--- src/rtl/bitstream_counter.sv ---
// Stochastic-to-binary converter: counts the ones of a bitstream over a fixed
// WINDOW-cycle window and presents the total with a one-cycle valid strobe.
module bitstream_counter #(
    parameter int unsigned WINDOW = 256,
    parameter int unsigned WIDTH  = 9
) (
    input  logic             clk,
    input  logic             n_rst,
    input  logic             start,
    input  logic             x,
    output logic [WIDTH-1:0] y,
    output logic             valid,
    output logic             busy
);

    localparam int unsigned CntW = (WINDOW > 1) ? $clog2(WINDOW) : 1;
    localparam logic [CntW-1:0] CntLast = CntW'(WINDOW - 1);

    typedef enum logic [1:0] {
        StIdle,
        StCount,
        StDone
    } state_e;

    state_e            state_q, state_d;
    logic [CntW-1:0]   cnt_q, cnt_d;
    logic [WIDTH-1:0]  acc_q, acc_d;
    logic [WIDTH-1:0]  y_q, y_d;
    logic [WIDTH-1:0]  acc_inc;

    // The final sample is folded into the result directly, so the last cycle
    // of the window never needs to be written back to the accumulator first.
    assign acc_inc = acc_q + WIDTH'(x);

    always_comb begin
        state_d = state_q;
        cnt_d   = cnt_q;
        acc_d   = acc_q;
        y_d     = y_q;
        unique case (state_q)
            StIdle: begin
                if (start) begin
                    state_d = StCount;
                    cnt_d   = '0;
                    acc_d   = '0;
                end
            end
            StCount: begin
                cnt_d = cnt_q + CntW'(1);
                acc_d = acc_inc;
                if (cnt_q == CntLast) begin
                    y_d     = acc_inc;
                    state_d = StDone;
                end
            end
            StDone: begin
                if (start) begin
                    state_d = StCount;
                    cnt_d   = '0;
                    acc_d   = '0;
                end else begin
                    state_d = StIdle;
                end
            end
            default: begin
                state_d = StIdle;
            end
        endcase
    end

    always_ff @(posedge clk) begin
        if (!n_rst) begin
            state_q <= StIdle;
            cnt_q   <= '0;
            acc_q   <= '0;
            y_q     <= '0;
        end else begin
            state_q <= state_d;
            cnt_q   <= cnt_d;
            acc_q   <= acc_d;
            y_q     <= y_d;
        end
    end

    assign y     = y_q;
    assign valid = (state_q == StDone);
    assign busy  = (state_q == StCount);

endmodule

--- config.mk ---
export PLATFORM = sky130hd
export DESIGN_NAME = bitstream_counter
export DESIGN_NICKNAME = d
export VERILOG_FILES = /design/src/rtl/bitstream_counter.sv
export SDC_FILE = /design/constraint.sdc
export NUM_CORES = 1
export LEC_CHECK = 0
export ABC_AREA = 1
export CORE_MARGIN = 8
export CORE_UTILIZATION = 52
export CTS_CLUSTER_SIZE = 30
export DETAILED_ROUTE_END_ITERATION = 8
export PLACE_DENSITY = 0.82
export SYNTH_ARGS = -nofsm -noshare
export SYNTH_HDL_FRONTEND = slang
export SYNTH_SLANG_ARGS = --single-unit
--- constraint.sdc ---
create_clock -name clk -period 2.2 [get_ports clk]
set_input_delay 0.33 -clock clk [delete_from_list [all_inputs] [get_ports clk]]
set_output_delay 0.33 -clock clk [all_outputs]
set_load 0.05 [all_outputs]
[Word-level counts from Yosys, hierarchy flattened]
Index checks and enable logic that the tools add are counted.
Storage, ports and cells
  memory bits (read-only): 0
  flip-flop bits (word level): 28
  latch bits: 0
  memory bits (writable): 0
  output and inout port bits: 11
  memories kept: 0
Operators by class
  shift operators: 0
  equality and inequality tests: 6
  multiply operators: 0
  reductions and logical operators: 6
  $lt $le $gt $ge: 0
  mux-type cells: 8
  bitwise operators: 0
  add/sub/neg operators: 2
  div/mod/pow operators: 0
Operators by type and width (count)
  case mux 9 bit (2 select lines): 1
  case mux 8 bit (2 select lines): 1
  adder 9 x 1 -> 9 bit: 1
  2-to-1 mux 9 bit: 1
  adder 8 x 1 -> 8 bit (second input constant): 1
  == test 8 bit (second input constant): 1
  2-to-1 mux 8 bit: 1
  case mux 2 bit (3 select lines): 1
  AND reduction 2 bit: 3
  2-to-1 mux 2 bit: 2
  inequality test 2 x 1 -> 1 bit (second input constant): 2
  == test 2 x 1 -> 1 bit (second input constant): 1
  == test 2 bit (second input constant): 1
  zero test 2 bit: 1
  inequality test 2 bit (second input constant): 1
  nonzero test 2 bit: 1
  OR reduction 2 bit: 1
  2-to-1 mux 1 bit: 1

[Depth between registers and ports, before layout]
Gate-level depths: netlist of the first run.
  word-level depth: 4
  mapped depth: 8

[Least setup slack after synthesis of the first run]
OpenSTA, ideal clock, no wires.
  kind: input port to flip-flop
  from: input x
  to: register acc_q[4]
  path slack: 0.846 ns
  path buffers: 0
  stages on the path: 7
  setup time: 0.132 ns
  arrival time: 1.222 ns
  data required time: 2.068 ns
  cell sequence: ha_1 ha_1 inv_1 nor2_2 or2_2 nand3_1 a21oi_1
Between the ends
  word-level cells in the longest chain between the ends: 2
Ends and longest elaborated chain
  start, declared: line 10  | input logic x,
  adder 9 x 1 -> 9 bit: line 33  | assign acc_inc = acc_q + WIDTH'(x);
  case mux 9 bit (2 select lines): line 40  | unique case (state_q)
  end signal, assigned: line 75  | acc_q <= '0;
  end signal, assigned: line 80  | acc_q <= acc_d;
  end, declared: line 27  | logic [WIDTH-1:0] acc_q, acc_d;
Every way passes these cells.
A chain may end at the register's enable or synchronous reset.

[Worst setup path in the final report of the first run]
  from: register state_q[1]
  to: output valid
Between the ends
  word-level cells in the longest chain between the ends: 1
Ends and longest elaborated chain
  start, declared: line 25  | state_e state_q, state_d;
  start signal, assigned: line 73  | state_q <= StIdle;
  start signal, assigned: line 78  | state_q <= state_d;
  == test 2 bit: line 86  | assign valid = (state_q == StDone);
  end, declared: line 12  | output logic valid,
Every way passes these cells.

==> impl_results.md, run 1 <==
* CP endpoint kind: primary output
* Critical Path Source Type: flop
* Cell-internal power at 0.0006327 W
* Period utilisation layout at 86.68%
* Total global routing overflow at 0
* XOR/XNOR share of the synthesized area at 0.6410%
* Rel. slew slack at between 60% and 70%
* First-pass GRT wire length at 4705 um
* PwrDens at around 540 mW/mm^2
* Ports at 15
* TritonCTS Sinks at 28
* CTS root buffer: clkbuf_4
* Post-synth ARST share at 0%
* GP Congestion at 0.8519
* CTS Buf Count at 3
* Final hold viol count at 0
* CTS H-Tree Depth at 1
* Post-synthesis cell area at around 0.0014 mm^2
* Vias in the first global route at 1104
* Clock group share of total power at 30.0%
* RSZ-0062 raised after global routing: false
* Drt first pass iters at 4
* Final Max Slew Viols at 0
* Post-Route Skew at 4.438 ps
* Adder-cell area share of the yosys netlist at 2.747%
* Post-DP HPWL at 2143 um
* Final setup violation count at 0
* MaxCap Viol Count at 0
* Slowest stage delay, CP at ~800 ps
* Cells after Synth at around 200
* Routed Antenna Nets at 0
* Post-cts resize count at 0
* TritonCTS clock tree: done
* DRC errors left at 0
* Placed cell areas at roughly 0.0015 mm^2
* Chip width at 67.26 um
* Buffers on Ports at 14
* Peak Freq at 524.4 MHz
* Setup TNS at 0 ps
* Sequential share of power at between 60% and 70%
* Antenna cells at 0
* Later-pin clock latency in the skew report at 330 ps
* P_sw at 0.0002020 W
* Number of flops mapped to enable cells by yosys at 0
* Crit-path cells: inv_1 > nor2_1 > clkdlybuf4s50_1
* Gate power share at 8.0%
* Average wire per standard cell at 12.14 um
* Share of layout cells above drive strength 1 at 8.095%
* Kind of critical path: reg2out
* Pin slew with the least headroom to its limit at 497.7 ps
* Most used DFF post-synth: dfxtp_1
* Worst hold path type: reg2reg
* Hold Slack at 477.1 ps
* Max Root-Sink Buffers at 2
* Core ar. at 0.002477 mm^2
* Initial Utilization at 55.15%
* Die Span Y at roughly 67 um
* Post-CTS setup buffers at 0
* Slowest CP cell: clkdlybuf4s50_1
* Outcome: finished, final reports clean
* Vias post-DR at between 1000 and 1500
* Seq/Total Area, Yosys at 41.03%
* Crit Path Max Fanout at 2
* Mux cell area share after synthesis at 0%
* Drt total wl at roughly 3000 um
* Area Growth Syn to Fin at 13.74%
* Layout Cell Area excl Fill at 0.001554 mm^2
* Die Area at 0.004524 mm^2
* Req. time, crit path at around 1900 ps
* First DRT Iteration DRCs at 82
* Hold_buf cts at 0
* Worst Path Arrival at 1580 ps
* Final #Nets at 218
* Power consumption at 0.0008348 W
* Largest net degree at the start of global routing at 19
* Largest family of logic cells by synthesized area: simple AND/OR/NAND/NOR gates
* Cell Rows at 18
* Syn avg cell area at 7.007 um^2
* Flops & latches, synth at 28
* Sw Ratio at 24.20%
* Synth Area in Simple Gates at between 30% and 40%
* Peak VDD IR at 0.3224 mV
* Synth cell types at 24
* Global router's overall resource usage at 13.16%
* Initial antenna violation count at 0
* Synthesized net count at 202
* YS warnings at 0
* Synth Area in Compound Gates at 10.44%
* Vias per cell at 5.225
* Crit path time final at 1907 ps
* Clock Pin Slew Worst Setup and Hold Paths at 140 ps
* Total leakage power at 0.6189 nW
* R2R setup slack at 660 ps
stage by stage:
step	utilization, %	std cells	setup slack, ps
after global placement	61.26	236	394.2
after global routing	62.73	240	213.9
after detailed placement	61.26	236	321.5
after floorplan	-	195	845.9
after CTS	62.73	240	281.4
final	62.73	240	293.0
synthesized netlist by cell type (2+ instances only):
cell type / instances / area [um^2]
nor2_4: 2 / 22.52
nand3_1: 20 / 100.1
dfxtp_1: 28 / 560.5
buf_6: 2 / 22.52
o21bai_1: 2 / 15.01
nor2_1: 14 / 52.55
nand4_1: 2 / 12.51
ha_1: 3 / 37.54
o21ai_0: 6 / 30.03
inv_1: 20 / 75.07
nand2_2: 2 / 12.51
nand2_1: 64 / 240.2
inv_2: 2 / 7.510
a21oi_1: 18 / 90.09
kinds of logic (layout without fill, tap and decap cells):
logic type / after synthesis / after routing
buffers and inverters: 27 / 42
flip-flops: 28 / 28
AO/OA/AOI/OAI: 27 / 27
adder cells (fa/ha/maj): 3 / 3
XOR/XNOR: 1 / 1
AND/OR/NAND/NOR: 109 / 109
per-layer routing:
layer	GRT usage (%)	vias up	wire [um]
met4	6.005	0	56
met1	15.72	554	1319
met5	0	-	0
li1	-	652	-
met2	22.46	42	1305
met3	2.318	6	232
state kept, by name, summed over array words and instances, names as in the netlist:
signal,flops
cnt_q,8
state_q,2
acc_q,9
y,9
worst paths after layout:
| kind | to | start | cells after the start |
|---|---|---|---|
| worst max-delay path | valid | state_q[1]$_SDFFE_PN0P_ | 3 |
| worst min-delay path | cnt_q[7]$_SDFFE_PN0P_ | cnt_q[7]$_SDFFE_PN0P_ | 2 |
| worst max register to register | y[5]$_SDFFE_PN0P_ | cnt_q[0]$_SDFFE_PN0P_ | 7 |
| worst min register to register | cnt_q[7]$_SDFFE_PN0P_ | cnt_q[7]$_SDFFE_PN0P_ | 2 |
power by group through the flow:
stage	sequential [W]	combinational (W)	clock, W
finish	0.000517	0.0000668	0.000251
CTS	0.000518	0.0000654	0.000257
floorplan	0.000527	0.0000473	0
global placement	0.000528	0.0000645	0
global route	0.000519	0.0000718	0.000275
detailed placement	0.000529	0.0000653	0
placed cells by master, fill, tap and decap left out:
cell / n
a21oi_1: 18
ha_1: 3
nand2_1: 64
clkdlybuf4s50_1: 13
nand4_1: 2
nor2_1: 14
nand3_1: 20
nand3_4: 1
nor2_2: 1
dfxtp_1: 28
clkbuf_4: 3
o21ai_0: 6
buf_4: 3
inv_1: 20
nor2_8: 1
o21bai_1: 2
clkbuf_8: 1
xor2_1: 1
inv_2: 2
or2_2: 1
o211ai_1: 1
nand2_2: 2
nor3_1: 1
nor2_4: 2
area by class of cell:
class,instances,area [um^2]
sequential,28,560.5
clock buffer,4,36.28
multi-input combinational,140,684.4
fill,231,923.4
tap,30,37.54
timing repair buffer,16,152.6
inverter,22,82.58
worst max-delay path, delay by kind of cell, from the launching register on:
kind / cells / cell delay, ps
simple gates: 1 / 70
flops: 1 / 340
buf+inv: 2 / 840
Power figures use the tool's default switching activity.
==> run 2: changes to the inputs <==
--- a/config.mk
+++ b/config.mk
@@ -11,6 +11,7 @@
 export CTS_CLUSTER_SIZE = 30
 export DETAILED_ROUTE_END_ITERATION = 8
 export PLACE_DENSITY = 0.82
+export SKIP_CTS_REPAIR_TIMING = 1
 export SYNTH_ARGS = -nofsm -noshare
 export SYNTH_HDL_FRONTEND = slang
 export SYNTH_SLANG_ARGS = --single-unit
==> results of run 2 <==
Same layout as run 1: the final DEF is identical, and so are final timing and power.
==> run 3: changes to the inputs <==
--- a/config.mk
+++ b/config.mk
@@ -10,7 +10,7 @@
 export CORE_UTILIZATION = 52
 export CTS_CLUSTER_SIZE = 30
 export DETAILED_ROUTE_END_ITERATION = 8
-export PLACE_DENSITY = 0.82
+export PLACE_DENSITY = 0.71
 export SKIP_CTS_REPAIR_TIMING = 1
 export SYNTH_ARGS = -nofsm -noshare
 export SYNTH_HDL_FRONTEND = slang
==> run 3 against run 2 <==
Compared with the run above: clock skew shrank 1.5 ps; sequential share of layout area is 0.18 points higher; first-iteration DRC count increased by 8.5%.
==> impl_results.md, run 3 (synthesized netlist as in run 1, its figures left out) <==
* Max Root-Sink Buffers at 2
* Die Span Y at 67.26 um
* PwrDens at 538.9 mW/mm^2
* Core Util, Final at between 60% and 70%
* Most frequent cells in the layout: nand2_1, dfxtp_1, inv_1, nand3_1, a21oi_1
* Largest net degree at the start of global routing at 19
* Peak Freq at between 500 and 600 MHz
* TritonCTS Sinks at 28
* Crit Path Max Fanout at 3
* Share of layout cells above drive strength 1 at 7.656%
* Slowest CP cell: clkdlybuf4s50_1
* Setup TNS at 0 ps
* Worst Reg-to-Reg Cells at 7
* Chip width at 67.26 um
* CTS root buffer: clkbuf_4
* Clock Pin Slew Worst Setup and Hold Paths at 150 ps
* Ports at 15
* Vias in the first global route at 1098
* Critical Path Source Type: flop
* GP Congestion at between 0.8 and 0.9
* Initial antenna violation count at 0
* Kind of critical path: reg2out
* MaxCap Viol Count at 0
* Req. time, crit path at 1870 ps
* Initial Utilization at 55.15%
* Post-DP HPWL at between 2000 and 2500 um
* Die Area at 0.004524 mm^2
* Final #Nets at 217
* Rel. slew slack at between 60% and 70%
* Drt total wl at around 2800 um
* Antenna cells at 0
* Slowest stage delay, CP at 800 ps
* CP endpoint kind: primary output
* First-pass GRT wire length at 4823 um
* TritonCTS clock tree: done
* CTS H-Tree Depth at 1
* Cell Rows at 18
* Later-pin clock latency in the skew report at 320 ps
* Final setup violation count at 0
* Drt first pass iters at 4
* Worst Path Arrival at 1570 ps
* Hold Path Stages at 2
* Reg2reg end: y[5]$_SDFFE_PN0P_
* Global router's overall resource usage at 13.34%
* RSZ-0062 raised after global routing: false
* Vias post-DR at 1209
* Final Max Slew Viols at 0
* Vias per cell at 5.059
* R2R Path Start: cnt_q[0]$_SDFFE_PN0P_
* Pin slew with the least headroom to its limit at 506.1 ps
* Total global routing overflow at 0
* DRC errors left at 0
* Hold path startpoint: y[2]$_SDFFE_PN0P_
* Outcome: finished, final reports clean
* Area Growth Syn to Fin at 13.19%
* Final hold viol count at 0
* Total leakage power at 0.6141 nW
* CTS Buf Count at 3
* Power consumption at 0.0008334 W
* Worst hold path type: reg2reg
* Routed Antenna Nets at 0
* Buffers on Ports at 14
* Crit-path cells: nor2_1 > clkdlybuf4s50_1
* Most common cell after layout, fill and taps aside: nand2_1
* Period utilisation layout at 86.52%
* R2R setup slack at slightly above 700 ps
* Average wire per standard cell at 11.57 um
* First DRT Iteration DRCs at 89
* Core ar. at 0.002477 mm^2
* Crit path time final at roughly 1900 ps
* Post-Route Skew at just under 3 ps
* WHS Endpoint: y[2]$_SDFFE_PN0P_
* Peak VDD IR at ~0.34 mV
-- run 3: changes by cell type in the layout (fill, tap and decap cells not counted), sizes merged --
cell / delta
buf: -1
-- run 3: worst max-delay path by stage --
stage                            end                     from  depth (start not counted)  slack, ps
2_1_floorplan  acc_q[4]$_SDFFE_PN0P_                        x                          7        850
3_3_place_gp   acc_q[4]$_SDFFE_PN0P_                        x                          8        380
3_5_place_dp   acc_q[4]$_SDFFE_PN0P_                        x                          8        350
4_1_cts                        valid  state_q[0]$_SDFFE_PN0P_                          2        280
5_1_grt                        valid  state_q[1]$_SDFFE_PN0P_                          3        200
6_report                       valid  state_q[0]$_SDFFE_PN0P_                          2        300
-- run 3: stage by stage --
step / area [um^2] / hold WS (ps) / instances / setup slack, ps
floorplan: 1366 / 442.9 / 195 / 845.9
global placement: 1510 / 454.0 / 235 / 383.0
detailed placement: 1510 / 457.1 / 235 / 349.3
CTS: 1546 / 477.6 / 239 / 278.0
global route: 1546 / 493.4 / 239 / 202.6
finish: 1546 / 476.0 / 239 / 296.6
-- run 3: per-layer routing --
metal / wire length (um) / track usage, % / vias to the layer above / part of all wire [%]
met5: 0 / 0 / - / 0
met4: 18 / 4.700 / 0 / 0.65
met3: 142 / 2.483 / 2 / 5.1
met2: 1157 / 20.55 / 30 / 42
met1: 1446 / 18.14 / 528 / 52
li1: - / - / 649 / -
-- run 3: power breakdown --
part           internal, W  switching, W
combinational    0.0000175     0.0000470
clock             0.000101      0.000150
sequential        0.000513    0.00000462
total             0.000632      0.000202
-- run 3: worst max-delay path: cells and delay by family (launching register included) --
family        cells  cell delay, ps
buf+inv           1             800
flops             1             350
simple gates      1             100
-- run 3: layout make-up --
cell class / instances / area [um^2]
fillers: 242 / 930.9
multi-input cells: 140 / 684.4
flip-flops and latches: 28 / 560.5
repair buffers: 15 / 145.1
inverters: 22 / 82.58
well taps: 30 / 37.54
clock buffers: 4 / 36.28
